`src/rtl/reg_file_pkg.sv`:
```
// Shared types and helpers for the parametrised WISC register file.
// State encoding for the bulk-clear engine and the address-width helper.
package reg_file_pkg;

  localparam int DEF_WIDTH = 16;
  localparam int DEF_DEPTH = 16;

  typedef enum logic [1:0] {
    IDLE,
    CLEAR,
    DONE
  } state_t;

  function automatic int addr_w(input int depth);
    return (depth < 2) ? 1 : $clog2(depth);
  endfunction

endpackage

```
`src/rtl/param_reg_file_if.sv`:
```
// Decode/writeback side bundle of the register file.
// master = issuing pipeline, slave = register file.
interface param_reg_file_if
  import reg_file_pkg::*;
#(
  parameter int WIDTH = DEF_WIDTH,
  parameter int DEPTH = DEF_DEPTH
);

  localparam int AW = addr_w(DEPTH);

  logic [AW-1:0]    SrcReg1;
  logic [AW-1:0]    SrcReg2;
  logic [AW-1:0]    DstReg;
  logic             WriteReg;
  logic [WIDTH-1:0] DstData;
  logic             ClearReq;
  logic [WIDTH-1:0] SrcData1;
  logic [WIDTH-1:0] SrcData2;
  logic             ClearBusy;
  logic             ClearDone;

  modport master (
    output SrcReg1, SrcReg2, DstReg,
    output WriteReg, DstData, ClearReq,
    input  SrcData1, SrcData2,
    input  ClearBusy, ClearDone
  );

  modport slave (
    input  SrcReg1, SrcReg2, DstReg,
    input  WriteReg, DstData, ClearReq,
    output SrcData1, SrcData2,
    output ClearBusy, ClearDone
  );

endinterface

```
`src/rtl/param_register.sv`:
```
// Single WIDTH-bit storage register with write enable.
// Async active-low reset clears the contents.
module param_register #(
  parameter int WIDTH = 16
) (
  input  logic             clk,
  input  logic             rst,
  input  logic             en,
  input  logic [WIDTH-1:0] d,
  output logic [WIDTH-1:0] q
);

  always_ff @(posedge clk or negedge rst) begin
    if (!rst) begin
      q <= '0;
    end else if (en) begin
      q <= d;
    end
  end

endmodule

```
`src/rtl/param_reg_file.sv`:
```
// DEPTH x WIDTH register file: 2 comb read ports, 1 write port,
// optional bypass / zero register, and a one-reg-per-cycle clear engine.
module param_reg_file
  import reg_file_pkg::*;
#(
  parameter int WIDTH    = DEF_WIDTH,
  parameter int DEPTH    = DEF_DEPTH,
  parameter int BYPASS   = 1,
  parameter int ZERO_REG = 1
) (
  input  logic             clk,
  input  logic             rst,
  param_reg_file_if.slave  bus
);

  localparam int AW = addr_w(DEPTH);
  typedef logic [AW-1:0] addr_t;

  state_t           state;
  addr_t            cnt;
  logic             idle;
  logic             clr;
  logic             dst_zero;
  logic             we_ok;
  logic             byp;
  logic [WIDTH-1:0] dmux;
  logic [DEPTH-1:0] wen;
  logic [WIDTH-1:0] q [DEPTH];

  assign idle     = (state == IDLE);
  assign clr      = (state == CLEAR);
  assign dst_zero = (ZERO_REG != 0) && (bus.DstReg == '0);
  assign we_ok    = idle && bus.WriteReg && !dst_zero;
  assign byp      = (BYPASS != 0) && we_ok;
  assign dmux     = clr ? '0 : bus.DstData;

  for (genvar i = 0; i < DEPTH; i++) begin : g_reg
    assign wen[i] = clr ? (cnt == addr_t'(i))
                        : (we_ok && bus.DstReg == addr_t'(i));

    param_register #(.WIDTH(WIDTH)) u_reg (
      .clk (clk),
      .rst (rst),
      .en  (wen[i]),
      .d   (dmux),
      .q   (q[i])
    );
  end

  always_ff @(posedge clk or negedge rst) begin
    if (!rst) begin
      state <= IDLE;
      cnt   <= '0;
    end else begin
      unique case (state)
        IDLE: begin
          cnt <= '0;
          if (bus.ClearReq) state <= CLEAR;
        end
        CLEAR: begin
          cnt <= cnt + addr_t'(1);
          if (cnt == addr_t'(DEPTH - 1)) state <= DONE;
        end
        DONE:    state <= IDLE;
        default: state <= IDLE;
      endcase
    end
  end

  assign bus.ClearBusy = clr;
  assign bus.ClearDone = (state == DONE);

  logic z1, z2, b1, b2;

  assign z1 = (ZERO_REG != 0) && (bus.SrcReg1 == '0);
  assign z2 = (ZERO_REG != 0) && (bus.SrcReg2 == '0);
  assign b1 = byp && (bus.DstReg == bus.SrcReg1) && !z1;
  assign b2 = byp && (bus.DstReg == bus.SrcReg2) && !z2;

  always_comb begin
    bus.SrcData1 = q[bus.SrcReg1];
    unique case (1'b1)
      z1:      bus.SrcData1 = '0;
      b1:      bus.SrcData1 = bus.DstData;
      default: bus.SrcData1 = q[bus.SrcReg1];
    endcase
  end

  always_comb begin
    bus.SrcData2 = q[bus.SrcReg2];
    unique case (1'b1)
      z2:      bus.SrcData2 = '0;
      b2:      bus.SrcData2 = bus.DstData;
      default: bus.SrcData2 = q[bus.SrcReg2];
    endcase
  end

endmodule

```
`src/flat_wrapper.sv`:
```
// flat-port wrapper written by rule: the top's interface ports become plain ports
module param_reg_file_flat import reg_file_pkg::*;
#(
  parameter int WIDTH    = DEF_WIDTH,
  parameter int DEPTH    = DEF_DEPTH,
  parameter int BYPASS   = 1,
  parameter int ZERO_REG = 1
)
  (clk, rst, bus_SrcReg1, bus_SrcReg2, bus_DstReg, bus_WriteReg, bus_DstData, bus_ClearReq, bus_SrcData1, bus_SrcData2, bus_ClearBusy, bus_ClearDone);
  param_reg_file_if #(.WIDTH(WIDTH), .DEPTH(DEPTH)) bus_i ();
  input  logic clk;
  input  logic rst;
  input wire logic [$bits(bus_i.SrcReg1)-1:0] bus_SrcReg1;
  input wire logic [$bits(bus_i.SrcReg2)-1:0] bus_SrcReg2;
  input wire logic [$bits(bus_i.DstReg)-1:0] bus_DstReg;
  input wire logic [$bits(bus_i.WriteReg)-1:0] bus_WriteReg;
  input wire logic [$bits(bus_i.DstData)-1:0] bus_DstData;
  input wire logic [$bits(bus_i.ClearReq)-1:0] bus_ClearReq;
  output wire logic [$bits(bus_i.SrcData1)-1:0] bus_SrcData1;
  output wire logic [$bits(bus_i.SrcData2)-1:0] bus_SrcData2;
  output wire logic [$bits(bus_i.ClearBusy)-1:0] bus_ClearBusy;
  output wire logic [$bits(bus_i.ClearDone)-1:0] bus_ClearDone;
  assign bus_i.SrcReg1 = bus_SrcReg1;
  assign bus_i.SrcReg2 = bus_SrcReg2;
  assign bus_i.DstReg = bus_DstReg;
  assign bus_i.WriteReg = bus_WriteReg;
  assign bus_i.DstData = bus_DstData;
  assign bus_i.ClearReq = bus_ClearReq;
  assign bus_SrcData1 = bus_i.SrcData1;
  assign bus_SrcData2 = bus_i.SrcData2;
  assign bus_ClearBusy = bus_i.ClearBusy;
  assign bus_ClearDone = bus_i.ClearDone;
  param_reg_file #(.WIDTH(WIDTH), .DEPTH(DEPTH), .BYPASS(BYPASS), .ZERO_REG(ZERO_REG)) u_core (.clk(clk), .rst(rst), .bus(bus_i));
endmodule
```
`config.mk`:
```
export PLATFORM = sky130hd
export DESIGN_NAME = param_reg_file_flat
export DESIGN_NICKNAME = d
export VERILOG_FILES = /design/src/rtl/reg_file_pkg.sv /design/src/rtl/param_reg_file_if.sv /design/src/rtl/param_register.sv /design/src/rtl/param_reg_file.sv /design/src/flat_wrapper.sv
export SDC_FILE = /design/constraint.sdc
export NUM_CORES = 1
export LEC_CHECK = 0
export ABC_CLOCK_PERIOD_IN_PS = 2000
export CAP_MARGIN = 25
export CORE_MARGIN = 2
export CORE_UTILIZATION = 42
export CTS_CLUSTER_DIAMETER = 200
export CTS_CLUSTER_SIZE = 12
export DETAILED_ROUTE_END_ITERATION = 7
export HOLD_SLACK_MARGIN = 0.1
export PLACE_DENSITY = 0.6
export SYNTH_ARGS = -nofsm -noshare
export SYNTH_HDL_FRONTEND = slang
export SYNTH_SLANG_ARGS = --single-unit
```
`constraint.sdc`:
```
create_clock -name clk -period 2 [get_ports clk]
set_input_delay 0.2 -clock clk [delete_from_list [all_inputs] [get_ports clk]]
set_output_delay 0.2 -clock clk [all_outputs]
set_load 0.02 [all_outputs]
```
==> metrics.txt <==
Skew-Pair Late Insertion Delay=between 0.5 and 0.6 ns; via count of the first global-routing pass=approximately 11,000; WL/cell=between 20 and 25 µm; Worst path max stage delay=a little over 0.4 ns; Fin. Hold Viols=0; Pre-antenna DRT Iters=5; CP max stage cell=dfrtp_1; Initial Utilization=0.427; status=complete, but fails checks; PortBufs=65; CTS sink cnt=roughly 260; average cell area after synthesis=11.3 µm²; NumNets Final=1,364; Reg clk slew, reported paths=0.06 ns; first-pass GRT wire length=approximately 66 mm; share of cells above drive strength 1=0.266; Synth top area share=0.471; Tot Pwr=0.0201 W; CP bufs+invs=3; Synth-to-Final Area Change=20.8%; Detail Route Antenna Nets=0; leakage power=approximately 7.4 nW; CTS tree=done; IO Pins=66; DP Cell Count=between 1,500 and 2,000; via count=~11,000; Net Count, Synth=between 1,000 and 1,500; cell breakdown of the critical path=nor3b_4, nor4b_4, buf_4, a21oi_4, buf_6, a22o_1, buf_6; clk buf depth=3; Worst-Margin Slew=about 0.56 ns; Power per Cell Area=approximately 1200 nW/µm²; Cells after Synth=1,233; Post-DP HPWL=about 28 mm; dpl ws=-0.751 ns; routed wire length=approximately 43 mm; final worst-path setup slack=-0.451 ns; CP dominant cell by count=buf_6; mapped cell area=between 10,000 and 15,000 µm²; worst min path class=input pin to async pin; Max-Cap Viols=0; CP required=1.80 ns; core area=around 33,000 µm²; global placement routability congestion=~0.8; # H-tree levels=1; grt ovf=0; largest net degree at the start of global routing=59; fin area=~17,000 µm²; DRC=0; Rel. slew slack=0.628; Final setup violation count=32; die height=186 µm; Root Driver=clkbuf_16; Synth area leaders=dfrtp_1 (47%), mux4_2 (21%), o21ai_0 (7.9%); min Tclk post-route=approximately 2.5 ns; WS Path Type=register to output pin; Synth area leader=dfrtp_1; FMAX=0.408 GHz; failing checks=negative setup slack; Num CTS Buffers=25; total track usage=0.256; Worst Path Arrival=2.25 ns; die area=between 30,000 and 40,000 µm²; Via-to-Cell Ratio=5.94; skew final=about 0.013 ns; Final Max Slew Viols=0; initial antenna violation count=0; RSZ-0062 raised after global routing=yes; Post-Layout Cell Count=approximately 1,800; final period utilization=1.23; Initial DRC Count=853; # rows=66; Synth warnings=0; Die Width=approximately 190 µm; Yosys cell types=36; critical path fanouts, max=7; VDD IR max=approximately 0.6 mV; Seq cells post-synth=roughly 260; Setup crit end kind=output pin; Ant. Diodes=0; crit path launch type=register; sequential element share of the synthesized area=0.471; CP top delay family=simple AND/OR/NAND/NOR gates; Placement Cell Area=16,000 µm²; Sum Neg Setup Slack=-13.79 ns
## Yosys cell counts, drive strengths merged
| library cell | number |
|---|---|
| a21o | 1 |
| a21oi | 2 |
| a22o | 35 |
| a22oi | 64 |
| a32oi | 14 |
| and2 | 22 |
| and3 | 2 |
| and3b | 4 |
| and4b | 1 |
| buf | 47 |
| clkbuf | 72 |
| dfrtp | 262 |
| ha | 4 |
| inv | 19 |
| mux2i | 17 |
| mux4 | 128 |
| nand2 | 274 |
| nand2b | 2 |
| nand3 | 1 |
| nand4 | 1 |
| nor2 | 9 |
| nor2b | 11 |
| nor3 | 1 |
| nor3b | 1 |
| nor4 | 3 |
| nor4b | 2 |
| o21ai | 226 |
| xor2 | 8 |
## cell families (layout without fill, tap and decap cells)
kind of cell | after synthesis | count (layout) | synth area share
compound gates | 342 | 342 | 0.150
xor+xnor | 8 | 8 | 0.00503
fa+ha+maj | 4 | 4 | 0.00360
buf+inv | 138 | 233 | 0.0472
flops | 262 | 262 | 0.471
mux | 145 | 145 | 0.219
simple gates | 334 | 334 | 0.104
## layer usage
metal	global-route usage	vias up	wire length [µm]
li1	-	4676	-
met1	0.370	5390	18600
met2	0.400	368	19800
met3	0.0491	75	3460
met4	0.0665	0	1060
met5	0	-	0
## layout make-up
class | count | area [µm²]
multi-input combinational | 833 | 6870
tap | 442 | 553
clock buffer | 26 | 639
inverter | 19 | 71.3
clock inverter | 1 | 8.76
timing repair buffer | 187 | 2110
sequential | 262 | 6560
fill | 2891 | 15800
## registers in the layout (all words and copies together) (netlist names)
signal            flops
u_core.g.u_reg.q    256
u_core.state          2
u_core.cnt            4
## repair_timing
action                                  CTS  global route
cloned                                    0             2
pin swaps                                 1             2
gates resized for setup                 151            62
endpoints found under the setup margin   34            63
hold endpoints to repair                206             0
setup buffers                             1             1
hold buffers                              1             0
## worst paths after layout
| check | from | endpoint | slack, ns | cells past startpoint |
|---|---|---|---|---|
| worst max register to register | u_core.state[1] | u_core.g_reg[8].u_reg.q[4] | 0.09 | 5 |
| worst max-delay path | u_core.state[1] | bus_SrcData2[7] | -0.45 | 7 |
| max in group asynchronous | rst | u_core.g_reg[13].u_reg.q[12] | 1.04 | 3 |
| worst min-delay path | rst | u_core.cnt[2] | 0.20 | 2 |
| worst min register to register | u_core.g_reg[12].u_reg.q[12] | u_core.g_reg[12].u_reg.q[12] | 0.50 | 2 |
| min in group clk | bus_ClearReq | u_core.state[0] | 0.32 | 3 |
## placed cells by master, fill, tap and decap left out, drive strengths merged, types with 8 or more instances in the layout
cell type	instances
nor2b	11
xor2	8
clkdlybuf4s50	26
o21ai	226
a22oi	64
clkbuf	28
buf	157
nand2	274
a32oi	14
a22o	35
dfrtp	262
mux4	128
inv	20
nor2	9
and2	22
mux2i	17
## power breakdown
group          leakage [nW]  switching [W]  total [W]  internal (W)
Clock                 0.320        0.00195    0.00419       0.00224
Combinational          3.47        0.00413    0.00761       0.00348
Sequential             3.58        0.00130    0.00833       0.00703
Total                  7.37        0.00739     0.0201        0.0128
## per-stage QoR
| stage | utilization | hold slack, ns |
|---|---|---|
| after floorplan | - | -0.0956 |
| after global placement | 0.491 | 0.186 |
| after detailed placement | 0.491 | 0.179 |
| after CTS | 0.509 | 0.223 |
| after global routing | 0.515 | 0.245 |
| final | 0.515 | 0.200 |
(Power assumes the default switching activity.)
